[config.mk]
export PLATFORM = sky130hd
export DESIGN_NAME = zeowaa_top
export DESIGN_NICKNAME = d
export VERILOG_FILES = /design/src/rtl/zeowaa_top_pkg.sv /design/src/rtl/zeowaa_top_debounce.sv /design/src/rtl/zeowaa_top_strobe_gen.sv /design/src/rtl/zeowaa_top.sv
export SDC_FILE = /design/constraint.sdc
export NUM_CORES = 1
export LEC_CHECK = 0
export BUFFER_PORTS_ARGS = -buffer_cell sky130_fd_sc_hd__clkbuf_2
export CAP_MARGIN = 20
export CORE_MARGIN = 1
export CORE_UTILIZATION = 55
export CTS_CLUSTER_DIAMETER = 50
export DETAILED_ROUTE_END_ITERATION = 8
export PLACE_DENSITY = 0.72
export SYNTH_ARGS = -nofsm -noshare
export SYNTH_HDL_FRONTEND = slang
export SYNTH_SLANG_ARGS = --single-unit
[constraint.sdc]
create_clock -name clk -period 4.9 [get_ports clk]
set_clock_uncertainty 0.2 [all_clocks]
set_input_delay 0.49 -clock clk [delete_from_list [all_inputs] [get_ports clk]]
set_output_delay 0.49 -clock clk [all_outputs]
set_load 0.01 [all_outputs]
[src/rtl/zeowaa_top_pkg.sv]
// zeowaa_top_pkg
//   Shared definitions for the Zeowaa MAX10 demo block: seven-segment glyph
//   table (active-low, bit 7 = a ... bit 1 = g, bit 0 = dp), blank patterns
//   and the hex-to-glyph lookup used by the display multiplexer.
package zeowaa_top_pkg;

  typedef logic [7:0] glyph_t;
  typedef logic [1:0] digit_idx_t;

  localparam glyph_t     seg_blank = 8'hFF;
  localparam logic [3:0] digit_off = 4'b1111;

  // Hex glyphs 0..F, segments active-low, decimal point always off.
  localparam glyph_t seg_glyph [16] = '{
    8'h03, 8'h9F, 8'h25, 8'h0D, 8'h99, 8'h49, 8'h41, 8'h1F,
    8'h01, 8'h09, 8'h11, 8'hC1, 8'h63, 8'h85, 8'h61, 8'h71
  };

  function automatic glyph_t hex_to_seg(input logic [3:0] nibble);
    return seg_glyph[nibble];
  endfunction

endpackage

[src/rtl/zeowaa_top_debounce.sv]
// zeowaa_top_debounce
//   One push-button: 2-FF synchroniser followed by a stability counter.
//   The counter clears whenever the synchronised level changes; once it has
//   saturated at all-ones the (stable) level is copied to the output.
// Ports:
//   clk       in   system clock
//   reset     in   asynchronous, active-low
//   key_raw   in   raw button level, asynchronous to clk
//   debounced out  filtered level (1 = released after reset)
module zeowaa_top_debounce #(
  parameter int depth = 16
) (
  input  logic clk,
  input  logic reset,
  input  logic key_raw,
  output logic debounced
);

  logic             sync_1;
  logic             sync_2;
  logic             sync_prev;
  logic [depth-1:0] cnt;

  always_ff @(posedge clk or negedge reset) begin
    if (!reset) begin
      // Synchroniser starts at the released level so no false press follows reset.
      sync_1    <= 1'b1;
      sync_2    <= 1'b1;
      sync_prev <= 1'b1;
      cnt       <= '0;
      debounced <= 1'b1;
    end else begin
      sync_1    <= key_raw;
      sync_2    <= sync_1;
      sync_prev <= sync_2;
      if (sync_2 != sync_prev) begin
        cnt <= '0;
      end else if (cnt == '1) begin
        // Only copy a level that has been seen unchanged for the full count.
        debounced <= sync_prev;
      end else begin
        cnt <= cnt + depth'(1);
      end
    end
  end

endmodule

[src/rtl/zeowaa_top_strobe_gen.sv]
// zeowaa_top_strobe_gen
//   Free-running divider. strobe is high for one cycle whenever the counter
//   is all-ones: first pulse 2^width-1 cycles after reset, then every 2^width.
// Ports:
//   clk    in   system clock
//   reset  in   asynchronous, active-low
//   strobe out  one-cycle pulse
module zeowaa_top_strobe_gen #(
  parameter int width = 1
) (
  input  logic clk,
  input  logic reset,
  output logic strobe
);

  logic [width-1:0] cnt;

  // NOTE: clocked state is always assigned with <= so every register samples
  // the pre-edge values of its neighbours, independent of statement order.
  always_ff @(posedge clk or negedge reset) begin
    if (!reset) cnt <= '0;
    else        cnt <= cnt + width'(1);
  end

  assign strobe = (cnt == '1);

endmodule

[src/rtl/zeowaa_top.sv]
// zeowaa_top
//   Zeowaa MAX10 board demo: debounced buttons drive a 10-LED shifter and an
//   8-bit X/Y counter pair; {x, y} is shown on a 4-digit multiplexed display.
// Ports:
//   clk       in   system clock (50 MHz on board)
//   reset     in   asynchronous, active-low
//   key[2:0]  in   push-buttons, active-low, asynchronous
//   sw[9:0]   in   slide switches, static levels (sw[9] shift dir, sw[8] blank,
//                  sw[1]/sw[0] y/x count down)
//   led[9:0]  out  LEDs, active-high
//   abcdefgh  out  segments a..g, dp (bit 7 = a), active-low
//   digit     out  digit enables, active-low one-hot, bit 0 = rightmost
module zeowaa_top
  import zeowaa_top_pkg::*;
#(
  parameter int debounce_depth                    = 16,
  parameter int shift_strobe_width                = 23,
  parameter int seven_segment_strobe_width        = 10,
  parameter int strobe_to_update_xy_counter_width = 20
) (
  input  logic       clk,
  input  logic       reset,
  input  logic [2:0] key,
  input  logic [9:0] sw,
  output logic [9:0] led,
  output logic [7:0] abcdefgh,
  output logic [3:0] digit
);

  logic [2:0] debounced;
  logic [2:0] pressed;
  logic       shift_strobe;
  logic       seg_strobe;
  logic       xy_strobe;
  logic [7:0] x;
  logic [7:0] y;
  digit_idx_t idx;
  logic [3:0] nibble;

  // Switches 2..7 have no function in this demo.
  logic unused_sw;
  assign unused_sw = &{1'b0, sw[7:2]};

  for (genvar i = 0; i < 3; i++) begin : g_key
    zeowaa_top_debounce #(.depth(debounce_depth)) u_debounce (
      .clk       (clk),
      .reset     (reset),
      .key_raw   (key[i]),
      .debounced (debounced[i])
    );
  end

  assign pressed = ~debounced;

  zeowaa_top_strobe_gen #(.width(shift_strobe_width)) u_shift_strobe (
    .clk    (clk),
    .reset  (reset),
    .strobe (shift_strobe)
  );

  zeowaa_top_strobe_gen #(.width(seven_segment_strobe_width)) u_seg_strobe (
    .clk    (clk),
    .reset  (reset),
    .strobe (seg_strobe)
  );

  zeowaa_top_strobe_gen #(.width(strobe_to_update_xy_counter_width)) u_xy_strobe (
    .clk    (clk),
    .reset  (reset),
    .strobe (xy_strobe)
  );

  // LED shifter: sw[9] selects right shift, pressed[0] is the fill bit.
  always_ff @(posedge clk or negedge reset) begin
    if (!reset) begin
      led <= '0;
    end else if (shift_strobe) begin
      if (sw[9]) led <= {pressed[0], led[9:1]};
      else       led <= {led[8:0], pressed[0]};
    end
  end

  // X/Y counters wrap naturally through 8-bit arithmetic.
  always_ff @(posedge clk or negedge reset) begin
    if (!reset) begin
      x <= '0;
      y <= '0;
    end else if (xy_strobe) begin
      if (pressed[1]) x <= sw[0] ? x - 8'd1 : x + 8'd1;
      if (pressed[2]) y <= sw[1] ? y - 8'd1 : y + 8'd1;
    end
  end

  // NOTE: every signal written in always_comb gets a default first, so no
  // path through the block can leave it holding a value (no latch).
  always_comb begin
    nibble = y[3:0];
    case (idx)
      2'd1:    nibble = y[7:4];
      2'd2:    nibble = x[3:0];
      2'd3:    nibble = x[7:4];
      default: nibble = y[3:0];
    endcase
  end

  // Display outputs are registered from the current index, so they follow
  // an index change one cycle later.
  always_ff @(posedge clk or negedge reset) begin
    if (!reset) begin
      idx      <= '0;
      digit    <= digit_off;
      abcdefgh <= seg_blank;
    end else begin
      if (seg_strobe) idx <= idx + 2'd1;
      if (sw[8]) begin
        digit    <= digit_off;
        abcdefgh <= seg_blank;
      end else begin
        digit    <= ~(4'b0001 << idx);
        abcdefgh <= hex_to_seg(nibble);
      end
    end
  end

endmodule

==> results.sh, run 1 <==
export IMPL_status="complete, no violations"
export IMPL_drt_first_pass_iters=6
export IMPL_numCtsBuffers=17
export IMPL_dieArea_um2=14200
export IMPL_drt_iter0_drc=368
export IMPL_wl_per_cell_um=14.6
export IMPL_path_clk_slew_ns=0.06
export IMPL_ys_seq_elements=152
export IMPL_ir_worst_vdd_mv=0.258
export IMPL_cp_max_fo=6
export IMPL_die_y_um=119
export IMPL_critical_path_class="reg -> reg"
export IMPL_startpoint_type="register"
export IMPL_place_area_um2=7840
export IMPL_post_cts_repair_setup_buffers=0
export IMPL_maxSlewViolCount=0
export IMPL_fin_setup_tns_ns=0
export IMPL_io_buffers=29
export IMPL_yosys_area_top_type="dfrtp_1"
export IMPL_maxSlewHeadroom_pct=58.8
export IMPL_die_w_um=119
export IMPL_vias=5222
export IMPL_ys_seq_area_share_pct=50.9
export IMPL_r2r_start="idx[0]$_DFFE_PN0N_"
export IMPL_ant_nets=0
export IMPL_crit_family="compound AO/OA/AOI/OAI gates"
export IMPL_rows=42
export IMPL_overflow=0
export IMPL_synthesis_area_um2=7530
export IMPL_yosysMostFrequentCell="dfrtp_1"
export IMPL_worstPathRequired_ns=5.03
export IMPL_synthDistinctLibCells=59
export IMPL_powerDensity_nw_per_um2=321
export IMPL_cts_path_max_buffers=2
export IMPL_h_tree_depth=4
export IMPL_cap_violations=0
export IMPL_cellLeakagePower_nw=3.92
export IMPL_drive_gt1_share_pct=16.0
export IMPL_cp_end_kind="register"
export IMPL_cp_num_buf_inv=2
export IMPL_syn_area_per_cell_um2=10.8
export IMPL_design_area_um2=8530
export IMPL_wl_mm=13.6
export IMPL_cts_tree="yes"
export IMPL_ios=37
export IMPL_fillers=1051
export IMPL_insertion_delay_ns=0.42
export IMPL_ys_flop_type="dfrtp_1"
export IMPL_grt_pass1_vias=5341
export IMPL_rsz0062_at_grt="false"
export IMPL_place_gp_congestion=0.813
export IMPL_areaGrowthSynthToFinish_pct=13.2
export IMPL_fin_util_pct=64.1
export IMPL_core_area_um2=13300
export IMPL_crit_arrival_ns=2.68
export IMPL_antenna_found_initial=0
export IMPL_hold_viol=0
export IMPL_grt_total_usage_pct=21.4
export IMPL_antenna_cells=0
export IMPL_netlist_top_cells_area="dfrtp_1, dfstp_2, xnor2_1, xor2_1, ha_1"
export IMPL_critPathMaxStageDelay_ns=0.44
export IMPL_syn_num_nets=745
export IMPL_worst_slew_pin_slew_ns=0.614
export IMPL_synth_edf_count=0
export IMPL_setup_violations=0
export IMPL_place_hpwl_mm=9.21
export IMPL_dp_cells=892
export IMPL_root_buffer="clkbuf_16"
export IMPL_grt_pass1_wl_mm=24.4
export IMPL_startpoint="idx[0]$_DFFE_PN0N_"
export IMPL_max_freq_mhz=393
export IMPL_grt_max_degree=116
export IMPL_drc=0
export IMPL_path_cells="inv_1, ha_1, a222oi_1, mux2i_1, inv_1, ha_1, nor3_1, a311o_1"
export IMPL_hold_class="reg -> reg"
export IMPL_synth_top_cells_by_count="dfrtp_1, nor2_1, nand2_1, xnor2_1, xor2_1"
export IMPL_finalCritPeriodShare_pct=51.9
export IMPL_clock_sinks=152
export IMPL_yosys_warnings=0
export IMPL_crit_slowest_cell="a222oi_1"
export IMPL_synthCells=699
export IMPL_final_cells=932
export IMPL_total_power_mw=2.73
export IMPL_synth_top_area_share_pct=42.8
export IMPL_viasPerCell=5.60
export IMPL_initial_utilization_pct=56.7
export IMPL_timing_final_crit_period_ns=2.54
export IMPL_num_nets_final=789
export IMPL_min_from="g_key[1].u_debounce.sync_1$_DFF_PN1_"
export IMPL_ys_async_sr_fraction_pct=100
[sequential cells by signal, indices dropped and copies added (netlist names)]
signal                      count
u_seg_strobe.cnt               10
idx                             2
u_xy_strobe.cnt                20
x                               8
abcdefgh                        7
g_key.u_debounce.debounced      3
g_key.u_debounce.sync_1         3
y                               8
g_key.u_debounce.cnt           48
digit                           4
led                            10
g_key.u_debounce.sync_2         3
g_key.u_debounce.sync_prev      3
u_shift_strobe.cnt             23
[repair_timing]
action / CTS / global route
endpoints found under the hold margin: 3 / 35
hold buffers: 3 / 1
endpoints found under the setup margin: 0 / 0
gates resized for setup: 0 / 0
[worst paths after layout]
| check | endpoint | slack, ns | cells past startpoint |
|---|---|---|---|
| setup / recovery | abcdefgh[5]$_DFF_PN1_ | 2.36 | 8 |
| hold / removal | g_key[1].u_debounce.sync_2$_DFF_PN1_ | 0.16 | 0 |
| setup reg to reg | abcdefgh[5]$_DFF_PN1_ | 2.36 | 8 |
| hold reg to reg | g_key[1].u_debounce.sync_2$_DFF_PN1_ | 0.16 | 0 |
| max in group asynchronous | g_key[2].u_debounce.sync_prev$_DFF_PN1_ | 2.93 | 4 |
| min in group asynchronous | u_seg_strobe.cnt[2]$_DFF_PN0_ | 0.38 | 2 |
[routing by layer]
layer	wire length, um	share of wire [%]	global-route usage [%]
met2	7000	51	36.5
met5	0	0	0
met4	78	0.57	6.33
met3	330	2.4	4.84
met1	6210	46	27.0
[cells by family (layout without fill, tap and decap cells)]
kind of cell             Yosys count  count (layout)  synth area share, %
AO/OA/AOI/OAI                     95              95                 8.05
buffers and inverters             35              92                 2.03
flip-flops                       152             152                 50.9
other                              1               1               0.0498
XOR/XNOR                          92              92                 10.7
multiplexers                      32              32                 5.10
adder cells (fa/ha/maj)           31              31                 5.35
AND/OR/NAND/NOR                  261             261                 17.9
[cell type report]
type	instances	area, um^2	area share (%)
clock buffer	22	474	5.56
clock inverter	10	118	1.38
inverter	22	82.6	0.969
multi-input combinational	512	3550	41.6
sequential	152	3830	45.0
tap	176	220	2.58
timing repair buffer	38	249	2.92
[worst register-to-register path, cell delays in order (launching register included)]
cell	delay, ns
dfrtp_1	0.38
inv_1	0.11
ha_1	0.28
a222oi_1	0.44
mux2i_1	0.25
inv_1	0.13
ha_1	0.27
nor3_1	0.09
a311o_1	0.32
[layout by cell type (no fill, tap or decap), types with 21 or more instances in the layout]
| master | n |
|---|---|
| nand3_1 | 40 |
| nor2_1 | 72 |
| nand2_1 | 53 |
| xor2_1 | 45 |
| clkbuf_2 | 28 |
| a21oi_1 | 22 |
| xnor2_1 | 47 |
| nand4_1 | 21 |
| inv_1 | 22 |
| ha_1 | 29 |
| o21ai_0 | 28 |
| dfstp_2 | 23 |
| dfrtp_1 | 129 |
[through the flow]
step           hold slack [ns]  worst slack, ns
3_3_place_gp             0.146             2.46
5_1_grt                  0.160             2.12
4_1_cts                 0.0648             2.37
2_1_floorplan         -0.00559             2.60
3_5_place_dp             0.147             2.39
6_report                 0.157             2.36
[power by group]
part	internal, mW	switching [mW]	total (mW)
sequential	1.28	0.0188	1.30
combinational	0.0583	0.0906	0.149
clock	0.791	0.492	1.28
Note: power is estimated with default switching activity, not from simulation.
==> run 2: changes to the inputs <==
--- a/config.mk
+++ b/config.mk
@@ -11,7 +11,7 @@
 export CORE_UTILIZATION = 55
 export CTS_CLUSTER_DIAMETER = 50
 export DETAILED_ROUTE_END_ITERATION = 8
-export PLACE_DENSITY = 0.72
+export PLACE_DENSITY = 0.75
 export SYNTH_ARGS = -nofsm -noshare
 export SYNTH_HDL_FRONTEND = slang
 export SYNTH_SLANG_ARGS = --single-unit
==> constraint.sdc (replaced) <==
create_clock -name clk -period 2.3 [get_ports clk]
set_clock_uncertainty 0.2 [all_clocks]
set_input_delay 0.23 -clock clk [delete_from_list [all_inputs] [get_ports clk]]
set_output_delay 0.23 -clock clk [all_outputs]
set_load 0.01 [all_outputs]
==> run 2 against run 1 <==
Design area up 3.2%. Final cell count up 2.5%. Combinational power up 120%. Global-route usage up 0.62 points. Worst hold slack worse by 0.038 ns. Core utilization up 2.1 points. Total power up 110%. Maximum frequency up 14%. Setup slack worse by 2.3 ns. Register-to-register slack worse by 2.3 ns. Sequential power up 110%.
==> results.sh, run 2 (synthesized netlist as in run 1, its figures left out) <==
export IMPL_root_buffer="clkbuf_16"
export IMPL_drt_first_pass_iters=6
export IMPL_cellLeakagePower_nw=4.04
export IMPL_finalCritPeriodShare_pct=97.4
export IMPL_rows=42
export IMPL_largest_register="g_key.u_debounce.cnt"
export IMPL_vias=5383
export IMPL_worst_slew_pin_slew_ns=0.576
export IMPL_path_cells="inv_2, ha_2, a222oi_1, buf_4, mux2i_4, inv_2, buf_4, ha_1, nor2_1, o31ai_2"
export IMPL_setup_violations=0
export IMPL_maxSlewViolCount=0
export IMPL_powerDensity_nw_per_um2=658
export IMPL_numCtsBuffers=17
export IMPL_path_clk_slew_ns=0.06
export IMPL_worstPathRequired_ns=2.43
export IMPL_top_layer_used="met4"
export IMPL_cts_tree="yes"
export IMPL_clock_sinks=152
export IMPL_maxSlewHeadroom_pct=61.3
export IMPL_grt_pass1_wl_mm=25.1
export IMPL_final_cells=955
export IMPL_cts_path_max_buffers=2
export IMPL_fin_util_pct=66.2
export IMPL_antenna_cells=0
export IMPL_status="complete, no violations"
export IMPL_mostFrequentLayoutCell="dfrtp_1"
export IMPL_dieArea_um2=14200
export IMPL_wl_per_cell_um=15.1
export IMPL_ios=37
export IMPL_hold_ws_ns=0.119
export IMPL_num_nets_final=812
export IMPL_cp_end_kind="register"
export IMPL_io_buffers=29
export IMPL_crit_arrival_ns=2.37
export IMPL_place_gp_congestion=0.805
export IMPL_die_w_um=119
export IMPL_grt_pass1_vias=5578
export IMPL_drive_gt1_share_pct=20.9
export IMPL_dp_cells=914
export IMPL_overflow=0
export IMPL_largest_reg_flops=48
export IMPL_crit_slowest_cell="dfrtp_1"
export IMPL_rsz0062_at_grt="true"
export IMPL_antenna_found_initial=0
export IMPL_wl_mm=14.4
export IMPL_initial_utilization_pct=56.7
export IMPL_insertion_delay_ns=0.42
export IMPL_max_freq_mhz=446
export IMPL_drc=0
export IMPL_wl_met2_mm=7.52
export IMPL_hold_viol=0
export IMPL_areaGrowthSynthToFinish_pct=16.8
export IMPL_largest_registers="g_key.u_debounce.cnt: 48 flops, u_shift_strobe.cnt: 23 flops, u_xy_strobe.cnt: 20 flops"
export IMPL_viasPerCell=5.64
export IMPL_cp_max_fo=5
export IMPL_critical_path_class="reg -> reg"
export IMPL_grt_total_usage_pct=22.0
export IMPL_grt_max_degree=53
export IMPL_ir_worst_vdd_mv=0.501
export IMPL_timing_final_crit_period_ns=2.24
export IMPL_startpoint_type="register"
export IMPL_h_tree_depth=4
export IMPL_place_hpwl_mm=9.59
export IMPL_met3WireLength_um=392
export IMPL_core_area_um2=13300
export IMPL_drt_iter0_drc=337
export IMPL_met1_length_mm=6.33
export IMPL_die_y_um=119
export IMPL_critPathMaxStageDelay_ns=0.43
export IMPL_layout_common_cells="dfrtp_1, nor2_1, nand2_1"
export IMPL_hold_class="in -> async"
export IMPL_ant_nets=0
export IMPL_total_power_mw=5.79
export IMPL_cap_violations=0
-- run 2: changes by cell type in the layout (fill, tap and decap cells not counted), sizes merged --
| cell | change |
|---|---|
| inv | +4 |
| buf | +21 |
| bufinv | -1 |
| clkinv | +2 |
| clkinvlp | -1 |
| dlygate4sd3 | +1 |
| and3 | +1 |
| clkbuf | -4 |
-- run 2: layer usage --
metal	GRT usage [%]	up-vias
li1	-	2596
met1	26.2	2687
met2	39.0	82
met3	5.36	18
met4	6.65	0
met5	0	-
-- run 2: what timing repair did --
action,4_1_cts,5_1_grt
cloned,0,1
pin swaps,2,5
endpoints found under the setup margin,7,20
resized for setup,4,22
setup buffers,1,2
hold buffers,5,0
hold endpoints to repair,124,0
-- run 2: area by class of cell --
class                   instances  area (um^2)
repair buffers                 60          422
inverters                      22         82.6
well taps                     176          220
fillers                      1021         4500
flip-flops and latches        152         3830
multi-input cells             513         3660
clock buffers                  18          439
clock inverters                14          140
-- run 2: path summary, 6_finish.rpt --
kind | startpoint | to | slack [ns] | cells past startpoint
worst max-delay path | idx[1]$_DFFE_PN0N_ | abcdefgh[6]$_DFF_PN1_ | 0.06 | 10
worst min-delay path | reset | x[1]$_DFFE_PN0P_ | 0.12 | 2
worst max register to register | idx[1]$_DFFE_PN0N_ | abcdefgh[6]$_DFF_PN1_ | 0.06 | 10
worst min register to register | g_key[2].u_debounce.sync_1$_DFF_PN1_ | g_key[2].u_debounce.sync_2$_DFF_PN1_ | 0.16 | 0
max in group asynchronous | reset | g_key[0].u_debounce.sync_prev$_DFF_PN1_ | 1.06 | 3
min in group clk | g_key[2].u_debounce.sync_1$_DFF_PN1_ | g_key[2].u_debounce.sync_2$_DFF_PN1_ | 0.16 | 0
-- run 2: power by group --
group / internal (mW) / switching (mW)
Combinational: 0.131 / 0.196
Sequential: 2.73 / 0.0420
Clock: 1.54 / 1.15
-- run 2: stage by stage --
stage	setup TNS (ns)	area, um^2	worst slack [ns]
finish	0	8800	0.0593
global placement	-0.00151	8030	-0.00151
detailed placement	-0.216	8030	-0.0874
floorplan	0	7530	0.00120
global route	-0.0937	8800	-0.0401
CTS	0	8690	0.00261
-- run 2: critical path: cells and delay by family (launching register included) --
family	cells	cell delay [ns]
AO/OA/AOI/OAI	2	0.26
adder cells (fa/ha/maj)	2	0.47
flip-flops	1	0.43
buffers and inverters	4	0.50
AND/OR/NAND/NOR	1	0.05
multiplexers	1	0.24
==> run 3: changes to the inputs <==
--- a/config.mk
+++ b/config.mk
@@ -5,13 +5,14 @@
 export SDC_FILE = /design/constraint.sdc
 export NUM_CORES = 1
 export LEC_CHECK = 0
+export ABC_AREA = 1
 export BUFFER_PORTS_ARGS = -buffer_cell sky130_fd_sc_hd__clkbuf_2
 export CAP_MARGIN = 20
 export CORE_MARGIN = 1
 export CORE_UTILIZATION = 55
 export CTS_CLUSTER_DIAMETER = 50
 export DETAILED_ROUTE_END_ITERATION = 8
-export PLACE_DENSITY = 0.75
+export PLACE_DENSITY = 0.74
 export SYNTH_ARGS = -nofsm -noshare
 export SYNTH_HDL_FRONTEND = slang
 export SYNTH_SLANG_ARGS = --single-unit
==> run 3 against run 2 <==
First-iteration DRC count increased by 30%. Clock-buffer cell count rose by 7. Sequential share of layout area shrank 4.0 points. Design area increased by 10%. Die area increased by 13%. Via count increased by 28%.
==> results.sh, run 3 <==
export IMPL_crit_slowest_cell="dfrtp_1"
export IMPL_dp_cells=1303
export IMPL_cp_max_fo=8
export IMPL_hold_viol=0
export IMPL_overflow=0
export IMPL_numCtsBuffers=17
export IMPL_synth_top_cells_by_count="nand2_1, dfrtp_1, nand3_1, inv_1, nor2_1"
export IMPL_ys_flop_type="dfrtp_1"
export IMPL_grt_total_usage_pct=23.3
export IMPL_timing_final_crit_period_ns=2.22
export IMPL_whs_path_depth=5
export IMPL_grt_max_degree=57
export IMPL_powerDensity_nw_per_um2=643
export IMPL_ys_seq_elements=152
export IMPL_rows=45
export IMPL_setup_violations=0
export IMPL_areaGrowthSynthToFinish_pct=13.5
export IMPL_mostFrequentLayoutCell="nand2_1"
export IMPL_largest_reg_flops=48
export IMPL_crit_arrival_ns=2.35
export IMPL_viasPerCell=5.13
export IMPL_path_cells="inv_1, ha_1, inv_2, nand2_1, o21ai_1, buf_4, ha_1, nand3_1, nand2_1, nand2_1, nand3_1"
export IMPL_worstRegToRegCells=11
export IMPL_hold_class="in -> reg"
export IMPL_crit_top_cell="nand2_1"
export IMPL_postLayoutSetupSlackWorst_ns=0.0805
export IMPL_synth_top_area_share_pct=37.8
export IMPL_grt_pass1_wl_mm=30.1
export IMPL_fin_setup_tns_ns=0
export IMPL_clock_sinks=152
export IMPL_io_buffers=29
export IMPL_grt_pass1_vias=6681
export IMPL_largest_register="g_key.u_debounce.cnt"
export IMPL_ant_nets=0
export IMPL_largest_registers="g_key.u_debounce.cnt: 48 flops, u_shift_strobe.cnt: 23 flops, u_xy_strobe.cnt: 20 flops"
export IMPL_root_buffer="clkbuf_16"
export IMPL_place_hpwl_mm=12.0
export IMPL_die_y_um=127
export IMPL_startpoint_type="register"
export IMPL_min_from="sw[9]"
export IMPL_design_area_um2=9700
export IMPL_drt_iter0_drc=438
export IMPL_dieArea_um2=16000
export IMPL_reg2reg_setup_slack_ns=0.08
export IMPL_core_area_um2=15200
export IMPL_syn_area_per_cell_um2=7.86
export IMPL_cellLeakagePower_nw=4.88
export IMPL_place_gp_congestion=0.875
export IMPL_ys_seq_area_share_pct=44.8
export IMPL_num_nets_final=1187
export IMPL_final_cells=1343
export IMPL_initial_utilization_pct=56.2
export IMPL_synthDistinctLibCells=45
export IMPL_drive_gt1_share_pct=14.0
export IMPL_place_area_um2=8950
export IMPL_ys_async_sr_fraction_pct=100
export IMPL_reg2reg_to="abcdefgh[4]$_DFF_PN1_"
export IMPL_cap_violations=0
export IMPL_die_w_um=127
export IMPL_r2r_start="idx[0]$_DFFE_PN0N_"
export IMPL_drt_first_pass_iters=5
export IMPL_wl_mm=16.9
export IMPL_path_clk_slew_ns=0.06
export IMPL_yosysMostFrequentCell="nand2_1"
export IMPL_cp_end_kind="register"
export IMPL_h_tree_depth=4
export IMPL_netlist_top_cells_area="dfrtp_1, nand2_1, dfstp_2, nand3_1, inv_1"
export IMPL_synthCells=1088
export IMPL_insertion_delay_ns=0.42
export IMPL_maxSlewViolCount=0
export IMPL_layout_common_cells="nand2_1, dfrtp_1, nand3_1"
export IMPL_yosys_area_top_type="dfrtp_1"
export IMPL_ir_worst_vdd_mv=0.529
export IMPL_status="complete, no violations"
export IMPL_place_worst_setup_slack_ns=0.111
export IMPL_total_power_mw=6.23
export IMPL_synthesis_area_um2=8550
export IMPL_antenna_found_initial=1
export IMPL_cts_tree="yes"
export IMPL_critPathMaxStageDelay_ns=0.39
export IMPL_wl_per_cell_um=12.6
export IMPL_worstPathRequired_ns=2.43
export IMPL_max_freq_mhz=451
export IMPL_cts_path_max_buffers=2
export IMPL_vias=6886
export IMPL_finalCritPeriodShare_pct=96.5
export IMPL_critical_path_class="reg -> reg"
export IMPL_ios=37
export IMPL_hold_path_end="led[3]$_DFFE_PN0N_"
export IMPL_drc=0
export IMPL_yosys_warnings=0
export IMPL_syn_num_nets=1134
export IMPL_synth_edf_count=0
-- run 3: layout make-up --
| type | count | area (um^2) |
|---|---|---|
| clock buffers | 25 | 515 |
| flip-flops and latches | 152 | 3830 |
| repair buffers | 45 | 309 |
| well taps | 188 | 235 |
| multi-input cells | 815 | 4230 |
| clock inverters | 7 | 160 |
| inverters | 110 | 413 |
| diodes | 1 | 2.50 |
| fillers | 1257 | 5500 |
-- run 3: per-stage QoR --
stage	hold slack, ns	util (%)
after global routing	0.113	63.8
after floorplan	-0.266	-
after detailed placement	-0.0147	58.9
after global placement	-0.0171	58.9
after CTS	0.0564	63.6
final	0.0737	63.8
-- run 3: worst max-delay path by stage --
| stage | to | startpoint | cells after the start |
|---|---|---|---|
| 6_report | abcdefgh[4]$_DFF_PN1_ | idx[0]$_DFFE_PN0N_ | 11 |
| 5_1_grt | abcdefgh[4]$_DFF_PN1_ | idx[0]$_DFFE_PN0N_ | 11 |
| 4_1_cts | abcdefgh[4]$_DFF_PN1_ | idx[0]$_DFFE_PN0N_ | 11 |
| 3_5_place_dp | abcdefgh[4]$_DFF_PN1_ | idx[0]$_DFFE_PN0N_ | 11 |
| 3_3_place_gp | abcdefgh[4]$_DFF_PN1_ | idx[0]$_DFFE_PN0N_ | 11 |
| 2_1_floorplan | abcdefgh[7]$_DFF_PN1_ | idx[0]$_DFFE_PN0N_ | 11 |
-- run 3: cells by family after synthesis --
kind of cell             after synthesis  synth area share [%]
other                                  1                0.0439
AO/OA/AOI/OAI                         41                  2.84
XOR/XNOR                              50                  5.30
AND/OR/NAND/NOR                      692                  36.5
flip-flops                           152                  44.8
buffers and inverters                121                  5.75
adder cells (fa/ha/maj)               31                  4.71
-- run 3: worst max-delay path: cells and delay by family, from the launching register on --
family,cells,cell delay [ns]
AOI/OAI and AO/OA,1,0.19
and+or+nand+nor,5,0.42
adders and majority gates,2,0.49
buffers and inverters,3,0.44
DFF,1,0.39
-- run 3: routing by layer --
layer | up-vias | wire length [um] | global-route usage, %
li1 | 3556 | - | -
met1 | 3215 | 8000 | 30.3
met2 | 93 | 8210 | 39.3
met3 | 22 | 442 | 4.72
met4 | 0 | 263 | 7.21
met5 | - | 0 | 0
-- run 3: repair_timing --
action                                 4_1_cts  5_1_grt
hold buffers                                 5        0
setup buffers                                0        2
gates resized for setup                      0        2
setup endpoints to repair                    0        4
endpoints found under the hold margin      143        0
-- run 3: where the power goes --
group | internal, mW | switching [mW]
Clock | 2.10 | 1.07
Combinational | 0.106 | 0.199
Sequential | 2.73 | 0.0369
